==> src/rtl/ram_rw_pkg.sv <==
// ============================================================================
//  Module   : ram_rw_pkg
//  Purpose  : Shared state encoding and default parameters for ram_rw_ctrl.
//  Revision : 1.0  initial release
// ============================================================================
`default_nettype none

package ram_rw_pkg;

   localparam int DEF_ADDR_W = 5;
   localparam int DEF_DATA_W = 8;
   localparam int DEF_DEPTH  = 32;
   localparam int DEF_RD_LAT = 1;
   localparam int DEF_SEED   = 0;

   typedef enum logic [2:0] {
      ST_IDLE  = 3'd0,
      ST_WRITE = 3'd1,
      ST_READ  = 3'd2,
      ST_DRAIN = 3'd3,
      ST_DONE  = 3'd4
   } state_t;

endpackage

`default_nettype wire

==> src/rtl/rd_chk_pipe.sv <==
// ============================================================================
//  Module   : rd_chk_pipe
//  Purpose  : Delay line carrying {valid, expected} alongside RAM read latency.
//  Revision : 1.0  initial release
// ============================================================================
`default_nettype none

module rd_chk_pipe #(
   parameter int STAGES = 1,
   parameter int DATA_W = 8
) (
   input  logic              clk,
   input  logic              rst,
   input  logic              i_valid,
   input  logic [DATA_W-1:0] i_exp,
   output logic              o_valid,
   output logic [DATA_W-1:0] o_exp
);

   logic [STAGES-1:0] r_valid;
   logic [DATA_W-1:0] r_exp [STAGES];

   always_ff @(posedge clk or posedge rst) begin
      if (rst) begin
         r_valid <= '0;
         for (int i = 0; i < STAGES; i++) r_exp[i] <= '0;
      end else begin
         r_valid[0] <= i_valid;
         r_exp[0]   <= i_exp;
         for (int i = 1; i < STAGES; i++) begin
            r_valid[i] <= r_valid[i-1];
            r_exp[i]   <= r_exp[i-1];
         end
      end
   end

   assign o_valid = r_valid[STAGES-1];
   assign o_exp   = r_exp[STAGES-1];

endmodule

`default_nettype wire

==> src/rtl/ram_rw_ctrl.sv <==
// ============================================================================
//  Module   : ram_rw_ctrl
//  Purpose  : Fills a single-port RAM with an address pattern, reads it back
//             and counts mismatches.
//  Revision : 1.0  initial release
// ============================================================================
`default_nettype none

module ram_rw_ctrl
   import ram_rw_pkg::*;
#(
   parameter int          ADDR_W = DEF_ADDR_W,
   parameter int          DATA_W = DEF_DATA_W,
   parameter int          DEPTH  = DEF_DEPTH,
   parameter int          RD_LAT = DEF_RD_LAT,
   parameter int unsigned SEED   = DEF_SEED
) (
   input  logic              sys_clk,
   input  logic              sys_rst,
   input  logic              start,
   output logic              ram_en,
   output logic              ram_we,
   output logic [ADDR_W-1:0] ram_addr,
   output logic [DATA_W-1:0] ram_wr_data,
   input  logic [DATA_W-1:0] ram_rd_data,
   output logic              busy,
   output logic              done,
   output logic              err,
   output logic [ADDR_W:0]   err_cnt
);

   localparam logic [ADDR_W-1:0] c_last_addr  = ADDR_W'(DEPTH - 1);
   localparam logic [DATA_W-1:0] c_seed       = DATA_W'(SEED);
   localparam logic [1:0]        c_drain_last = 2'(RD_LAT - 1);

   // Zero-extend or truncate the address to DATA_W before adding the seed.
   function automatic logic [DATA_W-1:0] pattern(input logic [ADDR_W-1:0] a);
      logic [ADDR_W+DATA_W-1:0] wide;
      wide = {{DATA_W{1'b0}}, a};
      return wide[DATA_W-1:0] + c_seed;
   endfunction

   state_t              r_state, w_state_nxt;
   logic [ADDR_W-1:0]   r_addr, w_addr_nxt;
   logic [1:0]          r_drain, w_drain_nxt;
   logic                r_en, r_we, r_busy, r_done, r_err;
   logic [DATA_W-1:0]   r_wr_data;
   logic [ADDR_W:0]     r_err_cnt;
   logic                w_accept, w_chk_valid, w_mismatch;
   logic [DATA_W-1:0]   w_chk_exp;

   always_ff @(posedge sys_clk or posedge sys_rst) begin
      if (sys_rst) r_state <= ST_IDLE;
      else         r_state <= w_state_nxt;
   end

   always_comb begin
      w_state_nxt = r_state;
      w_addr_nxt  = r_addr;
      w_drain_nxt = r_drain;
      case (r_state)
         ST_IDLE: begin
            if (start) begin
               w_state_nxt = ST_WRITE;
               w_addr_nxt  = '0;
            end
         end
         ST_WRITE: begin
            if (r_addr == c_last_addr) begin
               w_state_nxt = ST_READ;
               w_addr_nxt  = '0;
            end else begin
               w_addr_nxt = r_addr + 1'b1;
            end
         end
         ST_READ: begin
            if (r_addr == c_last_addr) begin
               w_state_nxt = ST_DRAIN;
               w_addr_nxt  = '0;
               w_drain_nxt = '0;
            end else begin
               w_addr_nxt = r_addr + 1'b1;
            end
         end
         ST_DRAIN: begin
            if (r_drain == c_drain_last) w_state_nxt = ST_DONE;
            else                         w_drain_nxt = r_drain + 1'b1;
         end
         ST_DONE:  w_state_nxt = ST_IDLE;
         default:  w_state_nxt = ST_IDLE;
      endcase
   end

   assign w_accept = (r_state == ST_IDLE) && start;

   // Outputs are registered from the next state so they line up with it.
   always_ff @(posedge sys_clk or posedge sys_rst) begin
      if (sys_rst) begin
         r_addr    <= '0;
         r_drain   <= '0;
         r_en      <= 1'b0;
         r_we      <= 1'b0;
         r_wr_data <= '0;
         r_busy    <= 1'b0;
         r_done    <= 1'b0;
         r_err     <= 1'b0;
         r_err_cnt <= '0;
      end else begin
         r_addr    <= w_addr_nxt;
         r_drain   <= w_drain_nxt;
         r_en      <= (w_state_nxt == ST_WRITE) || (w_state_nxt == ST_READ);
         r_we      <= (w_state_nxt == ST_WRITE);
         r_wr_data <= (w_state_nxt == ST_WRITE) ? pattern(w_addr_nxt) : '0;
         r_busy    <= (w_state_nxt == ST_WRITE) || (w_state_nxt == ST_READ) ||
                      (w_state_nxt == ST_DRAIN);
         r_done    <= (w_state_nxt == ST_DONE);
         if (w_accept) begin
            r_err     <= 1'b0;
            r_err_cnt <= '0;
         end else if (w_mismatch) begin
            r_err     <= 1'b1;
            r_err_cnt <= r_err_cnt + 1'b1;
         end
      end
   end

   rd_chk_pipe #(
      .STAGES (RD_LAT),
      .DATA_W (DATA_W)
   ) u_rd_chk_pipe (
      .clk     (sys_clk),
      .rst     (sys_rst),
      .i_valid (r_state == ST_READ),
      .i_exp   (pattern(r_addr)),
      .o_valid (w_chk_valid),
      .o_exp   (w_chk_exp)
   );

   assign w_mismatch = w_chk_valid && (ram_rd_data != w_chk_exp);

   assign ram_en      = r_en;
   assign ram_we      = r_we;
   assign ram_addr    = r_addr;
   assign ram_wr_data = r_wr_data;
   assign busy        = r_busy;
   assign done        = r_done;
   assign err         = r_err;
   assign err_cnt     = r_err_cnt;

endmodule

`default_nettype wire
==> config.mk <==
export PLATFORM = sky130hd
export DESIGN_NAME = ram_rw_ctrl
export DESIGN_NICKNAME = d
export VERILOG_FILES = /design/src/rtl/ram_rw_pkg.sv /design/src/rtl/rd_chk_pipe.sv /design/src/rtl/ram_rw_ctrl.sv
export SDC_FILE = /design/constraint.sdc
export NUM_CORES = 1
export LEC_CHECK = 0
export BUFFER_PORTS_ARGS = -buffer_cell sky130_fd_sc_hd__buf_2
export CORE_AREA = 2 2 57 59
export DETAILED_ROUTE_END_ITERATION = 7
export DIE_AREA = 0 0 59 61
export PLACE_DENSITY = 0.76
export SLEW_MARGIN = 15
export SYNTH_ARGS = -nofsm -noshare
export SYNTH_HDL_FRONTEND = slang
export SYNTH_SLANG_ARGS = --single-unit
==> constraint.sdc <==
create_clock -name sys_clk -period 2.66 [get_ports sys_clk]
set_clock_uncertainty 0.15 [all_clocks]
set_input_delay 0 -clock sys_clk [delete_from_list [all_inputs] [get_ports sys_clk]]
set_output_delay 0 -clock sys_clk [all_outputs]
set_load 0.1 [all_outputs]
# [Word level (Yosys, flattened, before mapping)]
# Index checks and enable logic that the tools add are counted.
[word_totals] inputBits=11 output_inout_bits=24 ff_bits=32 word_cells=52
[classes] muxes=16 reduce_logical=10 addsub=3 n_eq_ne=11
[op_table] operator="$mux 5" count=3
[op_table] operator="$eq 3x2->1 const B" count=4
[op_table] operator="$mux 3" count=4
[op_table] operator="$mux 6" count=2
[op_table] operator="$pmux 3 s4" count=1
[op_table] operator="$pmux 5 s2" count=1
[op_table] operator="$ne 8x5->1" count=1
[op_table] operator="$add 6x1->6 const B" count=1
[op_table] operator="$eq 3x1->1 const B" count=2
[op_table] operator="$add 5x1->5 const B" count=1
[op_table] operator="$eq 5x5->1 const B" count=1
[op_table] operator="$mux 2" count=2
[op_table] operator="$ne 2x2->1 const B" count=2
[op_table] operator="$pmux 2 s2" count=1
[op_table] operator="$reduce_bool 2->1" count=2
[op_table] operator="$eq 3x3->1 const B" count=1
[op_table] operator="$logic_not 3->1" count=1
[op_table] operator="$reduce_and 3->1" count=1
[op_table] operator="$add 2x1->2 const B" count=1
[op_table] operator="$logic_and 1x1->1" count=2
[op_table] operator="$logic_not 2->1" count=1
[op_table] operator="$logic_or 1x1->1" count=2
[op_table] operator="$mux 1" count=2
[op_table] operator="$reduce_or 2->1" count=1

# [Logic depth before layout (Yosys ltp)]
# Gate-level depths: netlist of run 1.
[depth] word_depth=6 depth_mapped=7 mapped_depth_nobuf=7

# [Cells and area by module]
# A second synthesis of run 1 with hierarchy kept.
[hier_totals] cells_unflattened=135 hier_area_um2=1498.9
[modules_own_cells] mod="ram_rw_ctrl" cells_per_inst=125 n_inst=1 area_per_inst_um2=1270.0 seq_area_each_um2=650.6
[modules_own_cells] mod="rd_chk_pipe" cells_per_inst=10 n_inst=1 area_per_inst_um2=229.0 seq_area_each_um2=225.2

# [Worst setup path before layout of run 1]
# No wires, ideal clock.
[synth_path] kind="register -> register" from="register r_addr[0], in the netlist ram_addr[0]" to="register r_wr_data[3], in the netlist ram_wr_data[3]" t_arrival_ns=2.404 period_less_slack_ns=2.632 stages_incl_launch_ff=7 setup_ns=0.078 n_path_buf=0 path_slack_ns=0.028 t_required_ns=2.432 cell_sequence="dfrtp_1 ha_1 and3_1 ha_1 or3_1 or3_1 a21oi_1"
[synth_via] elab_chain_len=5 word_cells_on_any_way=9 cone_classes="1 x add/sub; 2 x eq/ne; 6 x mux"
[synth_rtl] element="start, declared" line_no="ram_rw_ctrl.sv:44" rtl="logic [ADDR_W-1:0] r_addr, w_addr_nxt;"
[synth_rtl] element="start signal, assigned" line_no="ram_rw_ctrl.sv:109" rtl="r_addr <= w_addr_nxt;"
[synth_rtl] element="parallel branches: the longest is 4 deep, another holds $add 5x1->5"
[synth_rtl] element="$mux 5 *" line_no="ram_rw_ctrl.sv:113" rtl="r_wr_data <= (w_state_nxt == ST_WRITE) ? pattern(w_addr_nxt) : '0;"
[synth_rtl] element="end signal, assigned" line_no="ram_rw_ctrl.sv:113"
[synth_rtl] element="end, declared" line_no="ram_rw_ctrl.sv:47" rtl="logic [DATA_W-1:0] r_wr_data;"
# Every way passes the cells marked *.
# A chain may end at the register's enable or synchronous reset.

# [Worst setup path in the final report of run 1]
# Ends and elaborated chain as after synthesis.

==> run summary, run 1 <==
The number of global-route vias before repair came out at 1183. The depth of the most critical reg-to-reg path is 6. For this run, the total global-route usage over all layers was measured as 0.205. The minimum setup slack among reg-to-reg paths came out at 0.36 ns. Final hold analysis gives a worst-case slack of 0.0214 ns. CTS built an H-tree with a depth of 2.

The largest net degree at the start of global routing is 33. The number of top-level pins is 35. The mean instance size in the synthesized netlist came out at 10.0 um^2. The overall die width came out at 59 um. The sequential area share after synthesis is 0.533.

The post-detailed-route count of antenna-violating nets came out at 0. The first global-routing pass estimated 5.26 mm of wire. The effective utilization at floorplan is 0.509.

Following the worst setup path forward leads to its endpoint at ram_wr_data[3]$_DFF_PP0_. The peak supply drop came out at 868 uV. The post-route minimum period came out at 2.30 ns.

The final layout contains routed wiring with a total length of 3.02 mm. Summing all multi-input logic gate instances after layout gives 649 um^2. The run finished with clean final reports. The number of optimization iterations in the first detailed-route pass is 4.

The leakage dissipation is 0.895 nW. The cell sitting at the root of the clock tree is a clkbuf_4. The required time of the critical path is 2.78 ns. Static timing analysis puts the maximum clock frequency at 0.434 GHz. The remaining routing DRC violations is 0. The setup-violating endpoint count in the final report came out at 0. The sequential cell area came out at 801 um^2.

The later pin in the worst-skew pair is clocked with a latency of 0.34 ns. The weighted congestion reported at the end of routability-driven placement came out at 0.876. TritonCTS built the clock tree. The routed via count divided by cell count is 5.44. The type of destination of the critical path is a flop. The accumulated negative setup slack came out at 0 ns. The final hold violation count was 0. The most used flip-flop cell after synthesis is dfrtp_1. The transition time of the tightest slew-check pin is 0.778 ns. Counting along the longest clock path gives a buffer depth of 2.

The number of design-rule violations left by the first detailed-router iteration is 100. The total clock sinks is 32. The worst hold path cell count is 4. The critical path starts at ram_addr[0]$_DFF_PP0_.

The number of clock buffers added by TritonCTS is 5. The post-route clock period utilization is 0.865. In this run, synthesis produced a sequential element count of 32. The number of diodes came out at 0.

The startpoint-to-endpoint class of the critical path is reg2reg. The total of max-cap violations is 0. The detailed-route wire length per cell came out at 13.4 um.

The placed wire-length estimate is 2.13 mm. The headroom to the max-slew limit came out at 0.474. The worst register-to-register path begins at ram_addr[0]$_DFF_PP0_. In this run the critical register-to-register path is captured at ram_wr_data[3]$_DFF_PP0_. The number of library cell types mapped by synthesis came out at 38. The number of buffers added on ports is 31. By area the synthesized netlist is led by dfrtp_1 (53%), nand2_1 (3.7%), ha_1 (3.3%). The die is 61 um tall. The share of synthesized flip-flops with an asynchronous set or reset is 1.00. The maximum fanout count along the critical path came out at 8. The min-delay analysis places its worst path in the category in2reg.

Post-CTS repair changed the size of 0 cells. For the worst setup path, the data arrival time is 2.42 ns. After floorplanning, the core was divided into 20 placement rows. The max-slew violation total from the final report came out at 0. The area overhead of the layout relative to synthesis is 20.1%.

After technology mapping, the gate count stands at 150. The proportion of netlist area held by the largest area contributor came out at 0.533. The post-synth design cell area came out at 1500 um^2. The power density of the placed cells came out at 952 nW/um^2. The worst setup path is launched from a flop. The number of flops mapped to enable cells by yosys came out at 0. The net total in the final layout is 206. Detailed routing inserted a total of 1225 vias. The layout cell share with drive strength beyond 1 is 0.240. Setup repair after global routing left no endpoint under its margin. The dominant cell type by area after synthesis is dfrtp_1. The core outline area is 2950 um^2. The die area is 3600 um^2.

The overflow left after global routing is 0. Counting the fill cells in the layout gives 275. The number of antenna violations at the first check in global routing is 0.

The number of warnings issued by yosys came out at 0. Clock-pin slew was measured on the worst setup and hold paths at 0.10 ns.
[layer usage]
| metal | track usage | share of wire | routed length (um) | vias up |
|---|---|---|---|---|
| li1 | - | - | - | 599 |
| met1 | 0.245 | 0.44 | 1320 | 582 |
| met2 | 0.332 | 0.48 | 1460 | 38 |
| met3 | 0.0725 | 0.057 | 173 | 6 |
| met4 | 0.0974 | 0.021 | 63 | 0 |
| met5 | 0 | 0 | 0 | - |
[registers in the layout, summed over array words and instances, names as in the netlist]
name / count
r_state: 3
err: 1
ram_we: 1
err_cnt: 6
busy: 1
u_rd_chk_pipe.o_exp: 5
ram_addr: 5
ram_en: 1
done: 1
r_drain: 2
ram_wr_data: 5
u_rd_chk_pipe.o_valid: 1
[Yosys cell counts (all sizes together), types with 3 or more instances]
cell    count
a21oi       9
a22o        4
buf         4
clkbuf      3
dfrtp      32
ha          4
inv         6
mux2i       3
nand2      15
nand2b      3
nand3       4
nand4       3
nor2       11
nor3        7
o21ai       8
or2         4
xnor2       5
[worst max-delay path, stage by stage (launching register included)]
cell and delay [ns]:
dfrtp_1 0.45, ha_1 0.25, and3_1 0.15, ha_1 0.28, or3_1 0.41, or3_1 0.37, a21oi_1 0.16
[final cells by class]
class,count,area share
flip-flops and latches,32,0.444
multi-input cells,107,0.360
repair buffers,39,0.128
clock buffers,6,0.0284
well taps,33,0.0229
inverters,6,0.0125
clock inverters,2,0.00554
[cell usage in the layout, fill, tap and decap left out, drive strengths merged, types with 5 or more instances in the layout]
cell	netlist	layout
dlygate4sd3	0	6
xnor2	5	5
nand2	15	15
buf	4	33
nor2	11	11
o21ai	8	8
dfrtp	32	32
inv	6	6
nor3	7	7
a21oi	9	9
clkbuf	3	6
[worst min-delay path by stage]
stage                         startpoint                                to  slack (ns)
after CTS                 ram_rd_data[7]            err_cnt[2]$_DFFE_PP0P_       0.008
after global routing      ram_rd_data[7]            err_cnt[2]$_DFFE_PP0P_        0.07
after floorplan                  sys_rst                    busy$_DFF_PP0_       -0.03
after global placement           sys_rst  u_rd_chk_pipe.o_exp[3]$_DFF_PP0_       -0.06
final                     ram_rd_data[7]            err_cnt[2]$_DFFE_PP0P_        0.02
after detailed placement         sys_rst            err_cnt[3]$_DFFE_PP0P_       -0.05
[report_power, final]
group | total [mW] | internal, mW | switching [mW]
registers | 0.646 | 0.578 | 0.0682
clock network | 0.290 | 0.126 | 0.164
logic | 0.784 | 0.146 | 0.638
[through the flow]
stage          cell area [um^2]   util  worst slack (ns)  instances  power (mW)
6_report                   1810  0.611             0.358        225        1.72
2_1_floorplan              1510      -            0.0278        152        1.30
3_3_place_gp               1680  0.570             0.518        211        1.42
5_1_grt                    1810  0.611             0.291        225        1.81
3_5_place_dp               1680  0.570             0.423        211        1.43
4_1_cts                    1810  0.611             0.358        225        1.74
[timing repair]
action                                 CTS  global route
endpoints found under the hold margin   36             0
buffers inserted                         0             0
hold buffers                             6             0
[logic make-up after synthesis]
group | Yosys count | synth area share
muxes | 4 | 0.0275
DFF | 32 | 0.533
buffers and inverters | 13 | 0.0400
AOI/OAI and AO/OA | 29 | 0.121
xor gates and xnor gates | 6 | 0.0350
and+or+nand+nor | 61 | 0.208
adders and majority gates | 4 | 0.0333
other | 1 | 0.00250
(Power assumes the default switching activity.)
==> run 2, diff against run 1 <==
--- a/config.mk
+++ b/config.mk
@@ -7,6 +7,7 @@
 export LEC_CHECK = 0
 export BUFFER_PORTS_ARGS = -buffer_cell sky130_fd_sc_hd__buf_2
 export CORE_AREA = 2 2 57 59
+export CTS_BUF_LIST = sky130_fd_sc_hd__clkbuf_16
 export DETAILED_ROUTE_END_ITERATION = 7
 export DIE_AREA = 0 0 59 61
 export PLACE_DENSITY = 0.76
==> run 2 against run 1 <==
Against the previous run: total power increased by 14%; count of clock-buffer cells in the layout shrank 1; via count down 2.4%; worst setup slack improved by 0.038 ns; die area stayed put; sequential share of layout area down 0.90 points; largest cell class unchanged.
==> run summary, run 2 (synthesis gave the netlist of run 1 again) <==
After detailed routing, the average wire length per cell comes to 13.2 um. The effective utilization at floorplan is 0.509. The wire length of the first global-routing pass is 5.04 mm.

The overall power consumption came out at 1.95 mW. The final setup slack of the worst path came out at 0.396 ns. The global-route usage over all layers came out at 0.197. The overflow left after global routing is 0. The register with the most flip-flops in the layout has 6 of them. The maximum frequency from static timing analysis is 0.442 GHz.

The overall die width came out at 59 um. Compared with the post-synthesis result, the final layout area differs by 22.6%. For the pin with the worst max-slew slack, the measured transition is 0.735 ns.

At the worst endpoint, the required time is 2.70 ns. In this run, the number of DRC markers left after iteration 0 of detailed routing was 85. Setup violations remaining at the end of the flow were counted as 0.

The placement-stage worst setup slack is 0.423 ns. The post-detailed-routing wire length came out at 2.93 mm. The post-place instance area came out at 1680 um^2. The min-delay analysis places its worst path in the category in2reg. The floorplan die height came out at 61 um.

The total setup buffers inserted after CTS is 0. The power density of the placed cells is 1060 nW/um^2. The routed via count divided by cell count came out at 5.41. Detailed placement finished with a half-perimeter wire length of 2.13 mm. The number of global-route vias before repair is 1143. The core outline area is 2950 um^2. The post-detailed-route count of antenna-violating nets came out at 0. TritonCTS built the clock tree.

The flow ran to the end, and the final reports show no timing, DRC or antenna violations. The post-route minimum period came out at 2.26 ns. The max-slew violation total from the final report came out at 0. The final hold violation count came out at 0. The final standard cell area without fillers is 1840 um^2.

The number of resized instances in the post-cts repair step came out at 0. Setup total negative slack on the finished layout was measured at 0 ns. Buffers placed on the I/O ports in this run total 31. Leaving out fill and tap cells, the most frequent cell in the layout is dfrtp_1. Entering global routing, the biggest net connects 33 pins. The type of destination of the critical path is a flop. The net total in the final layout came out at 202.

The number of standard-cell rows in the floorplan came out at 20. In the layout the commonest cells are dfrtp_1 (32), buf_2 (31), nand2_1 (15). The number of optimization iterations in the first detailed-route pass is 6. The via total after detailed routing came out at 1196. The headroom to the max-slew limit is 0.503.

CTS placed an instance of clkbuf_16 at the clock tree root. The peak supply drop came out at 916 uV. The startpoint-to-endpoint class of the critical path is reg2reg.

The layout cell share with drive strength beyond 1 is 0.239. The clock net in this run drives a total of 32 sinks. The total of max-cap violations is 0. Summed over all cells, the static leakage comes to 0.912 nW.

The number of H-tree levels came out at 2. The number of diodes is 0. The total clock buffers created by CTS is 5. The maximum fanout count along the critical path came out at 8. Routability-driven placement finished with a final weighted congestion of 0.876.

The number of antenna violations at the first check in global routing came to 0. The die area is 3600 um^2. After clock tree synthesis, the clock-pin slew on the worst setup and hold paths is 0.05 ns. For the worst setup path, the data arrival time is 2.31 ns. No sink is reached through more buffers than the 2 on the longest clock path.

In the routed design, unresolved DRC markers number 0. Setup repair after global routing left no endpoint under its margin. The post-route clock period utilization is 0.851.

For the worst-skew pair, the clock arrives at the later sink with an insertion delay of 0.27 ns. STA classifies the critical path startpoint as a flop. Pin placement for this block handled 35 I/O pins.
run 2: cell count changes in the layout (fill, tap and decap cells not counted):
cell	before	now
clkbuf_16	0	5
clkbuf_4	5	0
clkbuf_8	1	0
clkinv_1	0	1
dlygate4sd3_1	6	2
run 2: power breakdown:
part	switching (mW)	total, mW	internal, mW
logic	0.636	0.778	0.141
clock network	0.189	0.528	0.338
registers	0.0689	0.649	0.580
run 2: path summary, 6_finish.rpt:
check	endpoint	slack, ns	start	cells after the start
worst max-delay path	ram_wr_data[3]$_DFF_PP0_	0.40	ram_addr[0]$_DFF_PP0_	6
worst min-delay path	err_cnt[0]$_DFFE_PP0P_	0.03	ram_rd_data[5]	4
worst max register to register	ram_wr_data[3]$_DFF_PP0_	0.40	ram_addr[0]$_DFF_PP0_	6
worst min register to register	u_rd_chk_pipe.o_exp[1]$_DFF_PP0_	0.30	ram_addr[1]$_DFF_PP0_	0
max in group asynchronous	u_rd_chk_pipe.o_valid$_DFF_PP0_	1.89	sys_rst	4
min in group asynchronous	u_rd_chk_pipe.o_exp[3]$_DFF_PP0_	0.19	sys_rst	4
run 2: metrics by stage:
stage | utilization | instances | hold slack (ns)
after floorplan | - | 152 | -0.0338
after global placement | 0.570 | 211 | -0.0607
after detailed placement | 0.570 | 211 | -0.0533
after CTS | 0.624 | 221 | 0.0342
after global routing | 0.624 | 221 | 0.0808
final | 0.624 | 221 | 0.0339
run 2: area by class of cell:
type	count	area [um^2]
fill	272	1110
sequential	32	801
multi-input combinational	107	649
timing repair buffer	35	190
clock buffer	5	125
tap	33	41.3
inverter	6	22.5
clock inverter	3	13.8
run 2: critical path, cell delays in order, from the launching register on:
cell	delay, ns
dfrtp_1	0.43
ha_1	0.25
and3_1	0.16
ha_1	0.27
or3_1	0.39
or3_1	0.37
a21oi_1	0.17
run 2: timing repair:
item,in CTS,in global routing
endpoints found under the hold margin,33,0
hold buffers,2,0
endpoints found under the setup margin,0,0
run 2: routing by layer:
layer	share of wire	vias to the layer above	GRT usage	wire, um
li1	-	588	-	-
met1	0.46	566	0.240	1340
met2	0.46	36	0.308	1340
met3	0.062	6	0.0725	181
met4	0.023	0	0.101	68
met5	0	-	0	0
==> run 3, diff against run 2 <==
--- a/config.mk
+++ b/config.mk
@@ -10,7 +10,7 @@
 export CTS_BUF_LIST = sky130_fd_sc_hd__clkbuf_16
 export DETAILED_ROUTE_END_ITERATION = 7
 export DIE_AREA = 0 0 59 61
-export PLACE_DENSITY = 0.76
+export PLACE_DENSITY = 0.8
 export SLEW_MARGIN = 15
 export SYNTH_ARGS = -nofsm -noshare
 export SYNTH_HDL_FRONTEND = slang
==> run 3 against run 2 <==
Against the previous run: global-route usage is 0.95 points higher; cell count did not move; worst hold slack worse by 0.0042 ns; critical path depth is the same.
==> run summary, run 3 (synthesis gave the netlist of run 1 again) <==
The flow ran to the end, and the final reports show no timing, DRC or antenna violations. The net total in the final layout came out at 202. In the final timing run, aggregate negative setup slack is 0 ns. The kind of start point of the critical path is a flop.

The weighted congestion reported at the end of routability-driven placement is 0.863. The post-place instance area is 1680 um^2. The die is 59 um wide. The worst hold path cell count is 4. The total of max-cap violations came out at 0. In this run the remaining antenna-violating nets after routing total 0.

In this run the deepest clock path goes through 2 buffers. The number of antenna violations at the first check in global routing is 0. The headroom to the max-slew limit came out at 0.500. The post-route minimum period came out at 2.24 ns. The die area is 3600 um^2.

The routed via count divided by cell count came out at 5.57. The post-route clock period utilization is 0.843. The number of H-tree levels came out at 2. The via total after detailed routing came out at 1231. After floorplanning, the core was divided into 20 placement rows. Setup repair after global routing left no endpoint under its margin. The CTS root buffer is clkbuf_16. The number of top-level pins is 35. The total clock sinks came out at 32. The leakage dissipation is 0.914 nW. In the layout the commonest cells are dfrtp_1 (32), buf_2 (31), nand2_1 (15). STA puts the critical path data arrival time at 2.29 ns. The power density of the placed cells came out at 1060 nW/um^2. The library cell used most frequently in the layout, excluding fill and tap cells, is dfrtp_1. The minimum setup slack among reg-to-reg paths came out at 0.42 ns. The placed wire-length estimate came out at 2.24 mm. The number of global-route vias before repair is 1196. The wire length of the first global-routing pass is 5.21 mm. Along the worst path, the maximum fanout reaches 8. Of the cells placed in the final design, the portion with a size suffix greater than 1 is 0.229.

The number of design-rule violations left by the first detailed-router iteration is 42. The clock tree from TritonCTS is built. Counting the fill cells in the layout gives 266.

The number of buffers added on ports came out at 31. The area overhead of the layout relative to synthesis came out at 22.5%. Entering global routing, the biggest net connects 33 pins. Dividing the detail-routed wire length by the instance count gives 14.0 um.

The number of flip-flops in the largest register came out at 6. The path class of the tightest hold or removal check is in2reg. The post-detailed-routing wire length came out at 3.09 mm. At the later pin of the worst-skew pair, clock insertion delay measures 0.27 ns. The floorplan die height is 61 um.

The worst-case IR drop observed on VDD is 768 uV. The finished cells cover 1840 um^2. At the pin with the least slew margin, the transition time is 0.740 ns. The required time of the critical path came out at 2.71 ns.

The global-route usage over all layers is 0.206. In this run, CTS created clock tree buffers numbering 5. The remaining routing DRC violations came out at 0. The maximum frequency from static timing analysis came out at 0.446 GHz. The effective utilization at floorplan is 0.509. The worst setup path is of the reg2reg kind. Counting cells, the worst reg-to-reg path comes to 6.

0 antenna diodes ended up in the layout. The total setup buffers inserted after CTS came out at 0. The final hold violation count is 0. The total area inside the core boundary comes to 2950 um^2. The max-slew violation total from the final report came to 0. The number of optimization iterations in the first detailed-route pass came out at 4. Setup violations remaining at the end of the flow were counted as 0. The clock edge transition at the registers on the reported setup and hold paths came out at 0.05 ns.

Global routing finished with a remaining overflow of 0. The type of destination of the critical path is a flop.
[run 3: cell type report]
class	count	area, um^2	area share
sequential	32	801	0.435
clock inverter	3	11.3	0.00612
tap	33	41.3	0.0224
clock buffer	5	125	0.0680
timing repair buffer	35	190	0.103
multi-input combinational	107	649	0.353
inverter	6	22.5	0.0122
[run 3: final timing paths]
check	from	endpoint
max in group asynchronous	sys_rst	err_cnt[5]$_DFFE_PP0P_
min reg2reg	ram_addr[1]$_DFF_PP0_	u_rd_chk_pipe.o_exp[1]$_DFF_PP0_
max	ram_addr[0]$_DFF_PP0_	ram_wr_data[3]$_DFF_PP0_
max reg2reg	ram_addr[0]$_DFF_PP0_	ram_wr_data[3]$_DFF_PP0_
min in group asynchronous	sys_rst	ram_we$_DFF_PP0_
min	ram_rd_data[6]	err_cnt[0]$_DFFE_PP0P_
[run 3: timing repair]
| item | in CTS | in global routing |
|---|---|---|
| endpoints found under the hold margin | 33 | 0 |
| resized for setup | 0 | 0 |
| hold buffers | 2 | 0 |
[run 3: metrics by stage]
step,total power [mW],util,cells,hold WS [ns],setup slack (ns)
6_report,1.95,0.623,221,0.0297,0.418
5_1_grt,2.04,0.623,221,0.0520,0.316
4_1_cts,1.96,0.623,221,0.0189,0.429
3_5_place_dp,1.44,0.570,211,-0.0500,0.456
3_3_place_gp,1.42,0.570,211,-0.0574,0.525
2_1_floorplan,1.30,-,152,-0.0338,0.0278
[run 3: power by group]
part	total (mW)	internal (mW)	leakage [nW]	switching, mW
Sequential	0.649	0.581	0.409	0.0681
Clock	0.515	0.335	0.0738	0.180
Combinational	0.783	0.142	0.431	0.642
Total	1.95	1.06	0.914	0.890
[run 3: layer usage]
| layer | global-route usage | routed length, um | share of wire | vias to the layer above |
|---|---|---|---|---|
| met4 | 0.0974 | 63 | 0.020 | 0 |
| met5 | 0 | 0 | 0 | - |
| met3 | 0.0789 | 178 | 0.058 | 6 |
| met1 | 0.223 | 1320 | 0.43 | 593 |
| li1 | - | - | - | 594 |
| met2 | 0.357 | 1530 | 0.49 | 38 |
[run 3: critical path: stages, from the launching register on]
cell	delay, ns
dfrtp_1	0.42
ha_1	0.25
and3_1	0.16
ha_1	0.27
or3_1	0.39
or3_1	0.37
a21oi_1	0.15
